===== config.mk =====
export PLATFORM = sky130hd
export DESIGN_NAME = calc_uart_responder_flat
export DESIGN_NICKNAME = d
export VERILOG_FILES = /design/src/rtl/calc_uart_responder_if.sv /design/src/rtl/calc_uart_responder.sv /design/src/flat_wrapper.sv
export SDC_FILE = /design/constraint.sdc
export NUM_CORES = 1
export LEC_CHECK = 0
export ABC_CLOCK_PERIOD_IN_PS = 3500
export CORE_UTILIZATION = 30
export DETAILED_ROUTE_END_ITERATION = 7
export PLACE_DENSITY_LB_ADDON = 0.15
export SETUP_SLACK_MARGIN = 0.4
export SKIP_LAST_GASP = 1
export SYNTH_ARGS = -nofsm -noshare
export SYNTH_HDL_FRONTEND = slang
export SYNTH_SLANG_ARGS = --single-unit

===== constraint.sdc =====
create_clock -name clk -period 3.5 [get_ports clk]
set_input_delay 0.35 -clock clk [delete_from_list [all_inputs] [get_ports clk]]
set_output_delay 0.35 -clock clk [all_outputs]
set_load 0.02 [all_outputs]

===== src/rtl/calc_uart_responder_if.sv =====
// Byte-level interface between the calculator frame responder and a uart core / system.
// slave is the responder side, master is the uart core plus system side that drives it.
interface calc_uart_responder_if;
  logic       e;
  logic [7:0] rx_data;
  logic       rx_valid;
  logic       tx_busy;
  logic [7:0] tx_data;
  logic       tx_start;
  logic [7:0] result;
  logic       div0;
  logic       frame_err;
  logic       overrun;
  logic       busy;

  modport slave (
    input  e, rx_data, rx_valid, tx_busy,
    output tx_data, tx_start, result, div0, frame_err, overrun, busy
  );

  modport master (
    output e, rx_data, rx_valid, tx_busy,
    input  tx_data, tx_start, result, div0, frame_err, overrun, busy
  );
endinterface


===== src/rtl/calc_uart_responder.sv =====
// Calculator frame responder: parses A, operator, B from uart bytes, computes an 8-bit
// result (iterative restoring divider for '/') and hands the result byte back to the uart core.
module calc_uart_responder #(
  parameter int unsigned TIMEOUT_CYC = 1000000,
  parameter logic [7:0]  ERR_BYTE    = 8'hFF
) (
  input logic                  clk,
  input logic                  rst,
  calc_uart_responder_if.slave bus
);

  typedef enum logic [2:0] {IDLE, GOT_A, GOT_OP, CALC, SEND, WAIT_TX} state_t;
  typedef enum logic [1:0] {OP_ADD, OP_SUB, OP_MUL, OP_DIV} op_t;

  localparam logic [7:0] CH_ADD = 8'h2B;
  localparam logic [7:0] CH_SUB = 8'h2D;
  localparam logic [7:0] CH_MUL = 8'h78;
  localparam logic [7:0] CH_DIV = 8'h2F;

  localparam int            TW      = $clog2(TIMEOUT_CYC) + 1;
  localparam logic [TW-1:0] TO_LAST = TW'(TIMEOUT_CYC - 1);

  state_t        state;
  op_t           op;
  logic [7:0]    opnd_a;
  logic [7:0]    opnd_b;
  logic [7:0]    quo;
  logic [7:0]    rem;
  logic [3:0]    div_cnt;
  logic [TW-1:0] to_cnt;
  logic [1:0]    tx_wait;
  logic          tx_seen;
  logic [8:0]    rem_sh;
  logic [8:0]    rem_sub;
  logic [7:0]    calc_val;

  // One restoring-division step: shift in the next dividend bit, subtract if it fits.
  assign rem_sh  = {rem, quo[7]};
  assign rem_sub = rem_sh - {1'b0, opnd_b};

  always_comb begin
    calc_val = opnd_a + opnd_b;
    case (op)
      OP_SUB:  calc_val = opnd_a - opnd_b;
      OP_MUL:  calc_val = opnd_a * opnd_b;
      OP_DIV:  calc_val = (opnd_b == 8'h00) ? ERR_BYTE : quo;
      default: calc_val = opnd_a + opnd_b;
    endcase
  end

  // NOTE: all state lives in one clocked block with non-blocking assignments, so every
  // right-hand side sees the pre-edge value regardless of statement order.
  always_ff @(posedge clk or posedge rst) begin
    if (rst) begin
      state         <= IDLE;
      op            <= OP_ADD;
      opnd_a        <= 8'h00;
      opnd_b        <= 8'h00;
      quo           <= 8'h00;
      rem           <= 8'h00;
      div_cnt       <= 4'd0;
      to_cnt        <= '0;
      tx_wait       <= 2'd0;
      tx_seen       <= 1'b0;
      bus.tx_data   <= 8'h00;
      bus.result    <= 8'h00;
      bus.tx_start  <= 1'b0;
      bus.div0      <= 1'b0;
      bus.frame_err <= 1'b0;
      bus.overrun   <= 1'b0;
      bus.busy      <= 1'b0;
    end else begin
      bus.tx_start  <= 1'b0;
      bus.div0      <= 1'b0;
      bus.frame_err <= 1'b0;
      bus.overrun   <= 1'b0;

      case (state)
        IDLE: begin
          if (bus.e && bus.rx_valid) begin
            opnd_a   <= bus.rx_data;
            to_cnt   <= '0;
            bus.busy <= 1'b1;
            state    <= GOT_A;
          end
        end

        GOT_A: begin
          if (!bus.e) begin
            bus.busy <= 1'b0;
            state    <= IDLE;
          end else if (bus.rx_valid) begin
            to_cnt <= '0;
            state  <= GOT_OP;
            case (bus.rx_data)
              CH_ADD:  op <= OP_ADD;
              CH_SUB:  op <= OP_SUB;
              CH_MUL:  op <= OP_MUL;
              CH_DIV:  op <= OP_DIV;
              default: begin
                bus.frame_err <= 1'b1;
                bus.busy      <= 1'b0;
                state         <= IDLE;
              end
            endcase
          end else if (to_cnt == TO_LAST) begin
            bus.frame_err <= 1'b1;
            bus.busy      <= 1'b0;
            state         <= IDLE;
          end else begin
            to_cnt <= to_cnt + 1'b1;
          end
        end

        GOT_OP: begin
          if (!bus.e) begin
            bus.busy <= 1'b0;
            state    <= IDLE;
          end else if (bus.rx_valid) begin
            opnd_b  <= bus.rx_data;
            rem     <= 8'h00;
            quo     <= opnd_a;
            div_cnt <= 4'd0;
            to_cnt  <= '0;
            state   <= CALC;
          end else if (to_cnt == TO_LAST) begin
            bus.frame_err <= 1'b1;
            bus.busy      <= 1'b0;
            state         <= IDLE;
          end else begin
            to_cnt <= to_cnt + 1'b1;
          end
        end

        CALC: begin
          // Division spends 8 step cycles plus this exit cycle; other ops exit at once.
          if (op == OP_DIV && opnd_b != 8'h00 && div_cnt != 4'd8) begin
            if (rem_sub[8]) begin
              rem <= rem_sh[7:0];
              quo <= {quo[6:0], 1'b0};
            end else begin
              rem <= rem_sub[7:0];
              quo <= {quo[6:0], 1'b1};
            end
            div_cnt <= div_cnt + 4'd1;
          end else begin
            bus.result  <= calc_val;
            bus.tx_data <= calc_val;
            bus.div0    <= (op == OP_DIV) && (opnd_b == 8'h00);
            state       <= SEND;
          end
        end

        SEND: begin
          if (!bus.tx_busy) begin
            bus.tx_start <= 1'b1;
            tx_wait      <= 2'd0;
            tx_seen      <= 1'b0;
            state        <= WAIT_TX;
          end
        end

        WAIT_TX: begin
          if (!tx_seen) begin
            if (bus.tx_busy) begin
              tx_seen <= 1'b1;
            end else if (tx_wait == 2'd3) begin
              bus.busy <= 1'b0;
              state    <= IDLE;
            end else begin
              tx_wait <= tx_wait + 2'd1;
            end
          end else if (!bus.tx_busy) begin
            bus.busy <= 1'b0;
            state    <= IDLE;
          end
        end

        default: begin
          bus.busy <= 1'b0;
          state    <= IDLE;
        end
      endcase

      if (bus.rx_valid && (state == CALC || state == SEND || state == WAIT_TX)) begin
        bus.overrun <= 1'b1;
      end
    end
  end

endmodule


===== src/flat_wrapper.sv =====
// flat-port wrapper written by rule: the top's interface ports become plain ports
module calc_uart_responder_flat 
#(
  parameter int unsigned TIMEOUT_CYC = 1000000,
  parameter logic [7:0]  ERR_BYTE    = 8'hFF
)
  (clk, rst, bus_e, bus_rx_data, bus_rx_valid, bus_tx_busy, bus_tx_data, bus_tx_start, bus_result, bus_div0, bus_frame_err, bus_overrun, bus_busy);
  calc_uart_responder_if bus_i ();
  input logic clk;
  input logic rst;
  input wire logic [$bits(bus_i.e)-1:0] bus_e;
  input wire logic [$bits(bus_i.rx_data)-1:0] bus_rx_data;
  input wire logic [$bits(bus_i.rx_valid)-1:0] bus_rx_valid;
  input wire logic [$bits(bus_i.tx_busy)-1:0] bus_tx_busy;
  output wire logic [$bits(bus_i.tx_data)-1:0] bus_tx_data;
  output wire logic [$bits(bus_i.tx_start)-1:0] bus_tx_start;
  output wire logic [$bits(bus_i.result)-1:0] bus_result;
  output wire logic [$bits(bus_i.div0)-1:0] bus_div0;
  output wire logic [$bits(bus_i.frame_err)-1:0] bus_frame_err;
  output wire logic [$bits(bus_i.overrun)-1:0] bus_overrun;
  output wire logic [$bits(bus_i.busy)-1:0] bus_busy;
  assign bus_i.e = bus_e;
  assign bus_i.rx_data = bus_rx_data;
  assign bus_i.rx_valid = bus_rx_valid;
  assign bus_i.tx_busy = bus_tx_busy;
  assign bus_tx_data = bus_i.tx_data;
  assign bus_tx_start = bus_i.tx_start;
  assign bus_result = bus_i.result;
  assign bus_div0 = bus_i.div0;
  assign bus_frame_err = bus_i.frame_err;
  assign bus_overrun = bus_i.overrun;
  assign bus_busy = bus_i.busy;
  calc_uart_responder #(.TIMEOUT_CYC(TIMEOUT_CYC), .ERR_BYTE(ERR_BYTE)) u_core (.clk(clk), .rst(rst), .bus(bus_i));
endmodule

==> results of run 1 <==
## cell usage in the layout, fill, tap and decap left out, types with 3 or more instances in the layout
cell / n
sky130_fd_sc_hd__dfrtp_1: 72
sky130_fd_sc_hd__or3_1: 5
sky130_fd_sc_hd__mux2i_1: 8
sky130_fd_sc_hd__buf_6: 3
sky130_fd_sc_hd__fa_2: 3
sky130_fd_sc_hd__or4_1: 3
sky130_fd_sc_hd__nor4_1: 4
sky130_fd_sc_hd__buf_4: 31
sky130_fd_sc_hd__o221ai_1: 8
sky130_fd_sc_hd__ha_1: 32
sky130_fd_sc_hd__clkbuf_16: 9
sky130_fd_sc_hd__inv_1: 40
sky130_fd_sc_hd__ha_4: 3
sky130_fd_sc_hd__nand2_1: 67
sky130_fd_sc_hd__fa_1: 11
sky130_fd_sc_hd__xor2_1: 7
sky130_fd_sc_hd__clkinv_2: 3
sky130_fd_sc_hd__o211ai_1: 6
sky130_fd_sc_hd__a21oi_1: 16
sky130_fd_sc_hd__nor3_1: 14
sky130_fd_sc_hd__nor2b_1: 7
sky130_fd_sc_hd__o21a_1: 10
sky130_fd_sc_hd__nand2_2: 3
sky130_fd_sc_hd__clkdlybuf4s50_1: 33
sky130_fd_sc_hd__xnor2_1: 40
sky130_fd_sc_hd__dfrtp_2: 6
sky130_fd_sc_hd__o21ai_0: 39
sky130_fd_sc_hd__nor2_1: 49
sky130_fd_sc_hd__nand2b_1: 10
sky130_fd_sc_hd__and2_1: 11
sky130_fd_sc_hd__a31oi_1: 5
sky130_fd_sc_hd__nand3_1: 24
sky130_fd_sc_hd__a21o_1: 6
sky130_fd_sc_hd__inv_2: 5
sky130_fd_sc_hd__nand4_1: 3
sky130_fd_sc_hd__o31ai_1: 6
sky130_fd_sc_hd__a22oi_1: 7
sky130_fd_sc_hd__mux2_2: 12
sky130_fd_sc_hd__nor3b_1: 4
## sequential cells by signal, indices dropped and copies added, names as in the netlist
signal / cells
u_core.tx_wait: 2
u_core.bus.busy: 1
u_core.to_cnt: 21
u_core.state: 3
u_core.opnd_b: 8
u_core.rem: 8
u_core.quo: 8
u_core.div_cnt: 4
u_core.bus.tx_start: 1
u_core.bus.result: 8
u_core.bus.overrun: 1
u_core.op: 2
u_core.bus.div0: 1
u_core.bus.frame_err: 1
u_core.tx_seen: 1
u_core.opnd_a: 8
## area by class of cell
class / count / area share, %
clock buffer: 11 / 3.614
clock inverter: 5 / 0.8383
inverter: 47 / 2.683
multi-input combinational: 465 / 50.54
sequential: 78 / 29.17
tap: 229 / 4.266
timing repair buffer: 67 / 8.886
## synthesized netlist by cell type, drive strengths merged (6+ instances only)
master,n
dfrtp,78
nand2,71
nor2,51
inv,47
o21ai,42
xnor2,41
ha,37
nand3,25
a21oi,18
buf,17
clkbuf,17
nor3,16
fa,14
mux2,12
and2,11
nand2b,10
o21a,10
mux2i,8
nor2b,8
o221ai,8
xor2,8
a22oi,7
o211ai,7
a21o,6
nor4,6
o31ai,6
## path summary, 6_finish.rpt
check / from / end
worst min-delay path: rst / u_core.to_cnt[16]$_DFFE_PP0P_
min in group clk: u_core.tx_wait[1]$_DFFE_PP0P_ / u_core.tx_wait[1]$_DFFE_PP0P_
worst max register to register: u_core.opnd_b[2]$_DFFE_PP0P_ / u_core.bus.result[7]$_DFFE_PP0P_
max in group asynchronous: rst / u_core.opnd_a[1]$_DFFE_PP0P_
worst min register to register: u_core.tx_wait[1]$_DFFE_PP0P_ / u_core.tx_wait[1]$_DFFE_PP0P_
worst max-delay path: u_core.opnd_b[2]$_DFFE_PP0P_ / u_core.bus.result[7]$_DFFE_PP0P_
## per-layer routing
| metal | vias up | GRT usage, % | share of wire (%) |
|---|---|---|---|
| met5 | - | 0 | 0 |
| li1 | 2224 | - | - |
| met1 | 2208 | 19.97 | 46 |
| met3 | 10 | 4.109 | 4.9 |
| met4 | 0 | 3.509 | 1.0 |
| met2 | 75 | 26.50 | 48 |
## per-stage QoR
| stage | instance area (um2) | worst slack [ps] | TNS, ps |
|---|---|---|---|
| floorplan | 5707 | 125.1 | 0 |
| global placement | 6361 | -11.69 | -11.69 |
| detailed placement | 6361 | -79.22 | -79.22 |
| CTS | 6675 | -57.32 | -57.32 |
| global route | 6716 | -183.4 | -256.4 |
| finish | 6716 | -39.53 | -39.53 |
## critical path: cells and delay by family, from the launching register on
kind	cells	cell delay, ps
xor gates and xnor gates	2	230
and+or+nand+nor	1	70
AOI/OAI and AO/OA	3	440
DFF	1	440
adders and majority gates	5	2050
buffers and inverters	3	160
## kinds of logic (layout without fill, tap and decap cells)
logic type	Yosys count	count (layout)	share of synthesized area (%)
xor gates and xnor gates	49	49	7.780
and+or+nand+nor	221	221	19.39
DFF	78	78	34.77
buffers and inverters	81	130	6.219
adders and majority gates	51	51	13.24
AOI/OAI and AO/OA	124	124	14.76
muxes	20	20	3.834
## timing repair
item / CTS / global route
setup buffers: 1 / 2
gates resized for setup: 4 / 10
endpoints found under the setup margin: 4 / 4
pin swaps: 5 / 5
hold endpoints to repair: 0 / 0
==> results.py, run 1 <==
metrics = {
    "yosys": {
        "mappedNetlistArea_mm2": 0.005613,
        "netlist.area_leader.share_pct": 34.77,
        "ys_warn_count": 0,
        "yosys.area.top_type": "sky130_fd_sc_hd__dfrtp_1",
        "syn_nets": 688,
        "postSynth.asyncResetShare_pct": 100.0,
        "synth_sequential_area_ratio_pct": 34.77,
        "postSynthCellCount": 624,
        "synth_edf_count": 0,
        "netlist-cell-type-count": 59,
        "synth.avg_cell_area_um2": 8.995,
        "yosys_register_bits": 78,
        "post_synth_main_area_contributors": "sky130_fd_sc_hd__dfrtp_1 (35%), sky130_fd_sc_hd__ha_1 (8.2%), sky130_fd_sc_hd__xnor2_1 (6.2%), sky130_fd_sc_hd__fa_1 (5.0%), sky130_fd_sc_hd__nand2_1 (4.7%)",
        "primary_flip_flop_cell_chosen_by_synthesis_mapping": "sky130_fd_sc_hd__dfrtp_1",
    },
    "worst_setup_path": {
        "criticalPathCategory": "reg2reg",
        "reg2reg_depth": 14,
        "cp_common_cell": "sky130_fd_sc_hd__fa_1",
        "cp.arrival_ps": 3730,
        "worstPathCellList": "nand2_4 > fa_2 > fa_1 > inv_1 > fa_1 > inv_1 > fa_1 > inv_2 > ha_4 > a21oi_2 > xnor2_1 > xnor2_1 > o221ai_1 > a31oi_1",
        "critical_path.startpoint_type": "register",
        "required_ps": 3690,
        "cp_max_fo": 6,
        "worst_path_max_delay_cell": "sky130_fd_sc_hd__fa_1",
        "critPathMaxStageDelay_ps": 490,
        "timing.critical_path.to_type": "register",
        "ff2ff_setup_slack_ps": -40,
    },
    "route": {
        "drt-initial-drc-count": 174,
        "viasPerCell": 5.008,
        "drt_drc_violations_left": 2,
        "via_count_of_the_routed_design": 4517,
        "route.antenna.remaining_nets": 0,
        "finalWirelength_mm": 14.37,
        "detailedRoute.firstPassIterationCount": 6,
        "wl_per_cell_um": 15.93,
    },
    "timing": {
        "grt_setup_unrepaired": "true",
        "setup_viol": 1,
        "timing.final.ws_setup_ps": -39.53,
        "final_report_hold_violation_count": 0,
        "final_period_minus_worst_setup_slack_ps": 3540,
        "achievable-frequency_mhz": 282.5,
        "maxSlewViolCount": 0,
        "worst-slew-pin-transition_ps": 987.2,
        "worst_hold_slack_ps": 415.7,
        "period_share_pct": 101.1,
        "slew-limit-headroom_pct": 34.00,
        "worst_clock_skew_on_the_final_layout_ps": 9.032,
    },
    "floorplanning": {
        "core_area_mm2": 0.01815,
        "die_extent_in_x_um": 138.8,
        "ioPinCount": 34,
        "die_height_um": 138.8,
        "core.rowCount": 49,
        "dieArea_mm2": 0.01926,
        "floorplan.initialDensity_pct": 30.93,
    },
    "clock_tree": {
        "clk_latency_ps": 350,
        "max-clock-path-buffers": 2,
        "clock-root-buffer": "sky130_fd_sc_hd__clkbuf_16",
        "clock_sink_count": 78,
        "tritoncts_clock_tree": "built",
        "clkSlewWorstSetupHoldPaths_ps": 60,
        "number_of_buffers_created_by_cts": 9,
        "cts_hold_repair.buffers": 0,
        "htree_levels": 3,
    },
    "run": {
        "drv.max_cap_violation_count": 0,
    },
    "layout": {
        "post_layout_nonfiller_instances": 902,
        "final-seq-area_mm2": 0.001959,
        "finish.net_count": 732,
        "multi_input_comb_area_mm2": 0.003395,
        "layout-drive-gt1-share_pct": 15.30,
        "final_core_utilization_pct": 37.01,
        "fillers": 1874,
        "antennaDiodeCount": 0,
        "area_growth_pct": 19.66,
    },
    "place": {
        "placed_cells_incl_taps": 883,
        "port_buffers": 33,
        "gp_routability_congestion": 0.8282,
        "hpwlAfterDp_mm": 10.98,
    },
    "min_path": {
        "worst_hold_path_type": "in2async",
    },
    "global_route": {
        "globalRoute.totalOverflow": 0,
        "wire_length_of_the_first_global_routing_pass_mm": 23.79,
        "groute.usage.overall_pct": 15.67,
        "grt_pass1_vias": 4542,
        "grt_start_max_net_pins": 39,
        "antenna_found_initial": 0,
    },
    "status": {
        "status": "complete, but fails checks",
        "violations": "design-rule violations, negative setup slack",
    },
}
Power of run 1 is not shown: default switching activity piles up to over one toggle a cycle in this logic, so the estimate is an artifact.
==> run 2, diff against run 1 <==
--- a/config.mk
+++ b/config.mk
@@ -8,6 +8,7 @@
 export ABC_CLOCK_PERIOD_IN_PS = 3500
 export CORE_UTILIZATION = 30
 export DETAILED_ROUTE_END_ITERATION = 7
+export MAX_ROUTING_LAYER = met4
 export PLACE_DENSITY_LB_ADDON = 0.15
 export SETUP_SLACK_MARGIN = 0.4
 export SKIP_LAST_GASP = 1
==> results.py, run 2 (synthesis gave the netlist of run 1 again) <==
metrics = {
    "place": {
        "hpwlAfterDp_mm": 11.09,
        "place_worst_setup_slack_ps": -135.2,
        "port_buffers": 33,
        "gp_routability_congestion": 0.8310,
        "detailed_place.area_mm2": 0.006354,
        "placed_cells_incl_taps": 882,
    },
    "worst_setup_path": {
        "worstPathCellList": "nand2_2 > fa_1 > inv_1 > fa_1 > ha_1 > inv_1 > fa_1 > inv_2 > ha_4 > a21o_1 > a21oi_2 > xnor2_1 > xnor2_1 > o221ai_1 > a31oi_1",
        "critPathTopFamily": "adder cells",
        "timing.critical_path.depth": 15,
        "cp_common_cell": "sky130_fd_sc_hd__fa_1",
        "worst_path_max_delay_cell": "sky130_fd_sc_hd__fa_1",
        "cp.buffers_inverters": 3,
        "timing.critical_path.to_type": "register",
        "cp.arrival_ps": 3800,
        "cp_max_fo": 4,
        "required_ps": 3750,
        "criticalPathCategory": "reg2reg",
        "critPathMaxStageDelay_ps": 490,
        "reg2reg_depth": 15,
        "critical_path.startpoint_type": "register",
    },
    "layout": {
        "final_core_utilization_pct": 37.15,
        "antennaDiodeCount": 0,
        "post_layout_nonfiller_instances": 902,
        "area_growth_pct": 20.11,
        "most_common_cell_after_layout_fill_and_taps_aside": "sky130_fd_sc_hd__dfrtp_1",
        "finalInstanceArea_mm2": 0.006741,
        "mostFrequentLayoutCells": "sky130_fd_sc_hd__dfrtp_1 (73), sky130_fd_sc_hd__nand2_1 (68), sky130_fd_sc_hd__nor2_1 (48), sky130_fd_sc_hd__inv_1 (42)",
        "regMostFlops": "u_core.to_cnt",
        "finish.net_count": 732,
        "largest_register_ff_count": 21,
        "layout-drive-gt1-share_pct": 14.86,
    },
    "floorplanning": {
        "core.rowCount": 49,
        "die_height_um": 138.8,
        "ioPinCount": 34,
        "floorplan.initialDensity_pct": 30.93,
        "core_area_mm2": 0.01815,
        "die_extent_in_x_um": 138.8,
        "dieArea_mm2": 0.01926,
    },
    "route": {
        "viasPerCell": 4.959,
        "via_count_of_the_routed_design": 4473,
        "wl_per_cell_um": 16.09,
        "drt_drc_violations_left": 2,
        "finalWirelength_mm": 14.52,
        "route.antenna.remaining_nets": 0,
        "drt-initial-drc-count": 131,
        "detailedRoute.firstPassIterationCount": 6,
    },
    "clock_tree": {
        "clkSlewWorstSetupHoldPaths_ps": 70,
        "clk_latency_ps": 350,
        "max-clock-path-buffers": 2,
        "htree_levels": 3,
        "cts_hold_repair.buffers": 0,
        "number_of_buffers_created_by_cts": 9,
        "clock-root-buffer": "sky130_fd_sc_hd__clkbuf_16",
        "tritoncts_clock_tree": "built",
        "clock_sink_count": 78,
    },
    "status": {
        "violations": "design-rule violations, negative setup slack",
        "status": "complete, but fails checks",
    },
    "timing": {
        "worst-slew-pin-transition_ps": 966.5,
        "timing.final.ws_setup_ps": -46.60,
        "worst_clock_skew_on_the_final_layout_ps": 9.968,
        "achievable-frequency_mhz": 282.0,
        "maxSlewViolCount": 0,
        "final_report_hold_violation_count": 0,
        "slew-limit-headroom_pct": 35.38,
        "setup_viol": 2,
        "final_period_minus_worst_setup_slack_ps": 3547,
        "grt_setup_unrepaired": "true",
        "period_share_pct": 101.3,
    },
    "global_route": {
        "grt_pass1_vias": 4537,
        "globalRoute.totalOverflow": 0,
        "wire_length_of_the_first_global_routing_pass_mm": 24.41,
        "grt_start_max_net_pins": 49,
        "groute.usage.overall_pct": 16.61,
        "antenna_found_initial": 0,
    },
    "min_path": {
        "worst_hold_path_type": "in2async",
    },
    "run": {
        "drv.max_cap_violation_count": 0,
    },
}
-- run 2: cell types whose count changed in the layout (fill, tap and decap cells not counted), sizes merged --
cell | before | now
clkbuf | 11 | 10
clkinv | 3 | 2
clkinvlp | 1 | 3
-- run 2: stage by stage --
stage	hold WS, ps	TNS [ps]
4_1_cts	502.6	-126.4
6_report	484.9	-50.72
3_3_place_gp	468.1	-24.30
2_1_floorplan	452.0	0
5_1_grt	538.5	-411.1
3_5_place_dp	487.3	-135.2
-- run 2: per-layer routing --
metal	GRT usage [%]	wire, um	share of wire (%)
met3	3.004	521	3.6
met4	3.684	121	0.83
met5	-	0	0
met1	21.60	6921	48
met2	26.87	6952	48
-- run 2: layout make-up --
class / instances / area (um2)
sequential: 78 / 1958
clock inverter: 6 / 70.07
clock buffer: 10 / 229.0
tap: 229 / 286.5
fill: 1869 / 11410
timing repair buffer: 67 / 596.8
inverter: 47 / 177.7
multi-input combinational: 465 / 3423
-- run 2: timing repair --
item                                   CTS  global route
setup endpoints to repair                4             4
endpoints found under the hold margin    0             0
setup buffers                            2             2
pin swaps                               10             0
gates resized for setup                 10             2
-- run 2: worst paths after layout --
check                                               from                          endpoint  slack [ps]
max in group asynchronous                            rst  u_core.bus.result[6]$_DFFE_PP0P_        2240
min in group clk           u_core.tx_wait[1]$_DFFE_PP0P_     u_core.tx_wait[1]$_DFFE_PP0P_         500
max                         u_core.opnd_a[0]$_DFFE_PP0P_  u_core.bus.result[7]$_DFFE_PP0P_         -50
max reg2reg                 u_core.opnd_a[0]$_DFFE_PP0P_  u_core.bus.result[7]$_DFFE_PP0P_         -50
min reg2reg                u_core.tx_wait[1]$_DFFE_PP0P_     u_core.tx_wait[1]$_DFFE_PP0P_         500
min                                                  rst     u_core.to_cnt[15]$_DFFE_PP0P_         480
Power of run 2 is left out for the same reason.
==> variant 1 (config.mk and constraints of run 2) <==
`TIMEOUT_CYC` is set to 1000000 in 2 places; all go to 500000.
--- a/src/rtl/calc_uart_responder.sv
+++ b/src/rtl/calc_uart_responder.sv
@@ -3,3 +3,3 @@
 module calc_uart_responder #(
-  parameter int unsigned TIMEOUT_CYC = 1000000,
+  parameter int unsigned TIMEOUT_CYC = 500000,
   parameter logic [7:0]  ERR_BYTE    = 8'hFF
--- a/src/flat_wrapper.sv
+++ b/src/flat_wrapper.sv
@@ -3,3 +3,3 @@
 #(
-  parameter int unsigned TIMEOUT_CYC = 1000000,
+  parameter int unsigned TIMEOUT_CYC = 500000,
   parameter logic [7:0]  ERR_BYTE    = 8'hFF
Formal check against the unedited RTL: same outputs for any inputs over 4 cycles, from zero or initial values and one cycle with rst high; that may be too few to reach the edited logic, so the function may still have changed.
==> variant 1 against run 2 <==
The run still ends with DRC, setup timing left. Critical path depth did not move. Cell area increased by 0.65%. Wire length decreased by 2.9%. First-iteration DRC count up 91%. Worst setup slack got worse by 0.16 ns. Area after synthesis decreased by 0.87%. Sequential cell count shrank 1. Highest routed layer unchanged.
Power is left out: the tool's default activity adds up to more than one toggle a clock period on the data nets, which glitch-free logic cannot reach.
==> variant 1: results (changes against run 2) <==
- The actual slew at the worst max-slew pin came to 1.099 ns (+0.1325 ns).
- The multi-input logic cell count is 457 (-1.7%).
- In the synthesized netlist, the cells that appear most often are sky130_fd_sc_hd__dfrtp_1, sky130_fd_sc_hd__nand2_1, sky130_fd_sc_hd__nor2_1.
- The maximum clock skew at final layout came to 0.006603 ns (-0.003365 ns).
- The placed wire-length estimate after detailed placement came to 10,860 um (-2.1%).
- The first-pass GRT wire length is 23,880 um (-2.2%).
- The number of flip-flops in the largest register was 20 (-4.8%).
- The number of violations reported at the end of detailed-routing iteration 0 came to 250 (+91%).
- The class of the most critical hold timing path is register to register.
- The total number of vias is 4,513 (+0.89%).
- The total met3 wirelength after detailed routing is 259 um (-50%).
- In this run the critical register-to-register path is launched from u_core.opnd_b[2].
- The count of plain and timing-repair buffers in the layout was 80 (+19%).
- The cell count after placement was 879 (-0.34%).
- The post-synthesis average cell area is 9.107 um^2 (+1.2%).
- The number of inverters outside the clock class in the layout was 43 (-8.5%).
- The register share of the cell area is 28.49% (-0.56 points).
- The final weighted congestion in routability-driven placement is 0.8563 (+3.0%).
- The mux cell area share after synthesis is 3.665% (-0.17 points).
- The total track usage was 16.30% (-0.31 points).
- The flow ran to the end, but the final reports show violations.
- The maximum number of pins on one net before global-route repair is 62 (+27%).
- The fraction of area in non-clock buffers was 10.18% (+1.3 points).
- The final number of setup-violating endpoints is 2 (unchanged).
- The vias per cell is 5.003 (+0.89%).
- Compared with the post-synthesis result, the final layout area differs by 21.95%.
- The worst-case setup slack after placement came to -0.2830 ns (-0.1478 ns).
- The final routed DRC violation total came to 6 (+4).
- The checks that failed: DRC, setup timing.
- The share of the synthesized netlist area taken by xor and xnor gates is 8.028% (+0.25 points).
- The portion of the post-synthesis area used by sequential elements was 34.63% (-0.14 points).
- The wire length on met1 was 7258 um (+4.9%).
- The met1 usage in global routing is 21.93% (+0.32 points).
- The worst-case setup margin in the final layout is -0.2055 ns (-0.1589 ns).
- The instance area after placement is 6359 um^2 (about the same).
- The net count after synthesis is 675 (-1.9%).
-- variant 1: cell types whose count changed after synthesis, sizes merged, moves of 4 or more --
cell | before | now
and3 | 2 | 6
xnor2 | 41 | 37
nand2 | 71 | 63
a21oi | 18 | 13
inv | 47 | 42
nand4 | 3 | 7
-- variant 1: cell families after synthesis --
kind of cell | Yosys count
compound gates | 120
buf+inv | 77
fa+ha+maj | 51
flops | 77
xor+xnor | 47
mux | 19
simple gates | 220
-- variant 1: worst max path at each step --
stage	from	endpoint	slack (ns)	depth (start not counted)
final	u_core.opnd_b[2]	u_core.bus.result[7]	-0.21	15
after detailed placement	u_core.opnd_b[3]	u_core.bus.result[7]	-0.28	15
after CTS	u_core.opnd_a[1]	u_core.bus.result[7]	-0.22	15
after floorplan	u_core.opnd_b[2]	u_core.bus.result[7]	-0.1	16
after global placement	u_core.opnd_b[3]	u_core.bus.result[7]	-0.22	15
after global routing	u_core.opnd_b[2]	u_core.bus.result[7]	-0.39	15
==> variant 2 (flow settings as in run 2) <==
Made on the original files. Make the reset (`rst`) synchronous in one clocked block.
--- a/src/rtl/calc_uart_responder.sv
+++ b/src/rtl/calc_uart_responder.sv
@@ -52,3 +52,3 @@
   // right-hand side sees the pre-edge value regardless of statement order.
-  always_ff @(posedge clk or posedge rst) begin
+  always_ff @(posedge clk) begin
     if (rst) begin
Formal check against the unedited RTL: differs if rst is asserted again (counterexample within 4 cycles, from zero or initial values and one cycle with rst high); with rst held inactive, the same outputs for 4 cycles.
==> variant 2 against run 2 <==
Largest cell class unchanged. Wire length shrank 4.2%. First-iteration DRC count grew 33%. The flow finishes with violations (setup timing). Sequential share of layout area shrank 4.4 points. Area after synthesis shrank 6.1%. Final cell count grew 2.1%. Via count grew 2.4%. Utilization is essentially flat. Cell area shrank 5.0%. Non-clock buffer count is the same. Worst setup slack lost 0.012 ns. Sequential cell count is the same.
Power is left out: it rests on default switching activity, and per cell area and clock period it moved more than threefold.
==> variant 2: results (changes against run 2) <==
- The worst hold path belongs to the class register to register.
- The worst-case setup slack after placement is -0.02171 ns (+0.1135 ns).
- The maximum number of pins on one net before global-route repair is 54 (+10%).
- The multi-input logic cell count was 488 (+4.9%).
- The sequential cell count came to 78 (unchanged).
- The net count of the finished layout is 755 (+3.1%).
- For this run, the leading register cell type out of synthesis is sky130_fd_sc_hd__dfxtp_1.
- The total met3 wirelength after detailed routing came to 538 um (+3.3%).
- The worst-case setup margin in the final layout was -0.05885 ns (-0.01225 ns).
- The final number of setup-violating endpoints is 2 (unchanged).
- The setup total negative slack is -0.1129 ns (-0.06217 ns).
- The net count after synthesis is 717 (+4.2%).
- The final-layout worst hold slack is 0.4584 ns (-0.02652 ns).
- The maximum fanout count along the critical path came to 5 (+1).
- The final routed wirelength across all metal layers is 13,900 um (-4.2%).
- The run finished, with violations left.
- The portion of the post-synthesis area used by sequential elements was 29.63% (-5.1 points).
- The met2 layer usage reported by global route was 26.19% (-0.68 points).
- The filler cell count was 1,750 (-6.4%).
- The cell count after placement is 902 (+2.3%).
- The number of iterations in the first detailed-routing pass is 5 (-1).
- The actual slew at the worst max-slew pin is 0.8146 ns (-0.1519 ns).
- The placed wire-length estimate after detailed placement is 10,570 um (-4.7%).
- The global routing met3 resource utilization is 2.402% (-0.60 points).
- The fraction of synthesis flops using an asynchronous set or reset pin was 0% (-100 points).
- The instance count of the mapped netlist came to 653 (+4.6%).
- The wire length on met2 is 6486 um (-6.7%).
- The worst register-to-register path ends at u_core.bus.tx_data[7].
- The final weighted congestion in routability-driven placement came to 0.8333 (+0.28%).
- The checks that failed: setup timing.
- The share of final-layout standard cells stronger than drive strength 1 is 12.64% (-2.2 points).
- The maximum clock skew at final layout is 0.008658 ns (-0.001310 ns).
- The largest individual stage delay along the critical path comes from the cell sky130_fd_sc_hd__fa_2.
- The via count of the first global-routing pass is 4,303 (-5.2%).
- The critical path starts at u_core.opnd_b[2].
- Sorting the synthesized cells by how often they occur yields sky130_fd_sc_hd__dfxtp_1, sky130_fd_sc_hd__nor2_1, sky130_fd_sc_hd__nand2_1.
- The post-synthesis cell type count came to 54 (-8.5%).
- The total number of vias came to 4,581 (+2.4%).
- The vias per cell came to 4.974 (+0.30%).
- The clock-cell share of area was 4.706% (+0.27 points).
- The post-route core utilization is 37.17% (about the same).
- The met1 usage in global routing was 21.71% (+0.11 points).
- The register share of the cell area is 24.64% (-4.4 points).
- The worst stage delay on the critical path is 0.53 ns (+0.04 ns).
[variant 2: changes by cell type in the layout (fill, tap and decap cells not counted), sizes merged, moves of 5 or more]
cell          run 2  this run
mux2             12         0
o21ai            42        24
mux2i             8        17
nand4             3         8
xor2              8        16
nand3            25         6
dfrtp            78         0
nor2             51        74
a21oi            18        42
a22oi             7        12
dfxtp             0        78
o21a             10         2
and3              2         7
[variant 2: cell families (layout without fill, tap and decap cells)]
| family | after synthesis | in the layout | synth area share (%) |
|---|---|---|---|
| multiplexers | 17 | 17 | 3.229 |
| adder cells (fa/ha/maj) | 51 | 51 | 14.10 |
| flip-flops | 78 | 78 | 29.63 |
| AO/OA/AOI/OAI | 124 | 124 | 15.43 |
| buffers and inverters | 87 | 130 | 6.980 |
| XOR/XNOR | 54 | 54 | 8.974 |
| AND/OR/NAND/NOR | 242 | 242 | 21.65 |
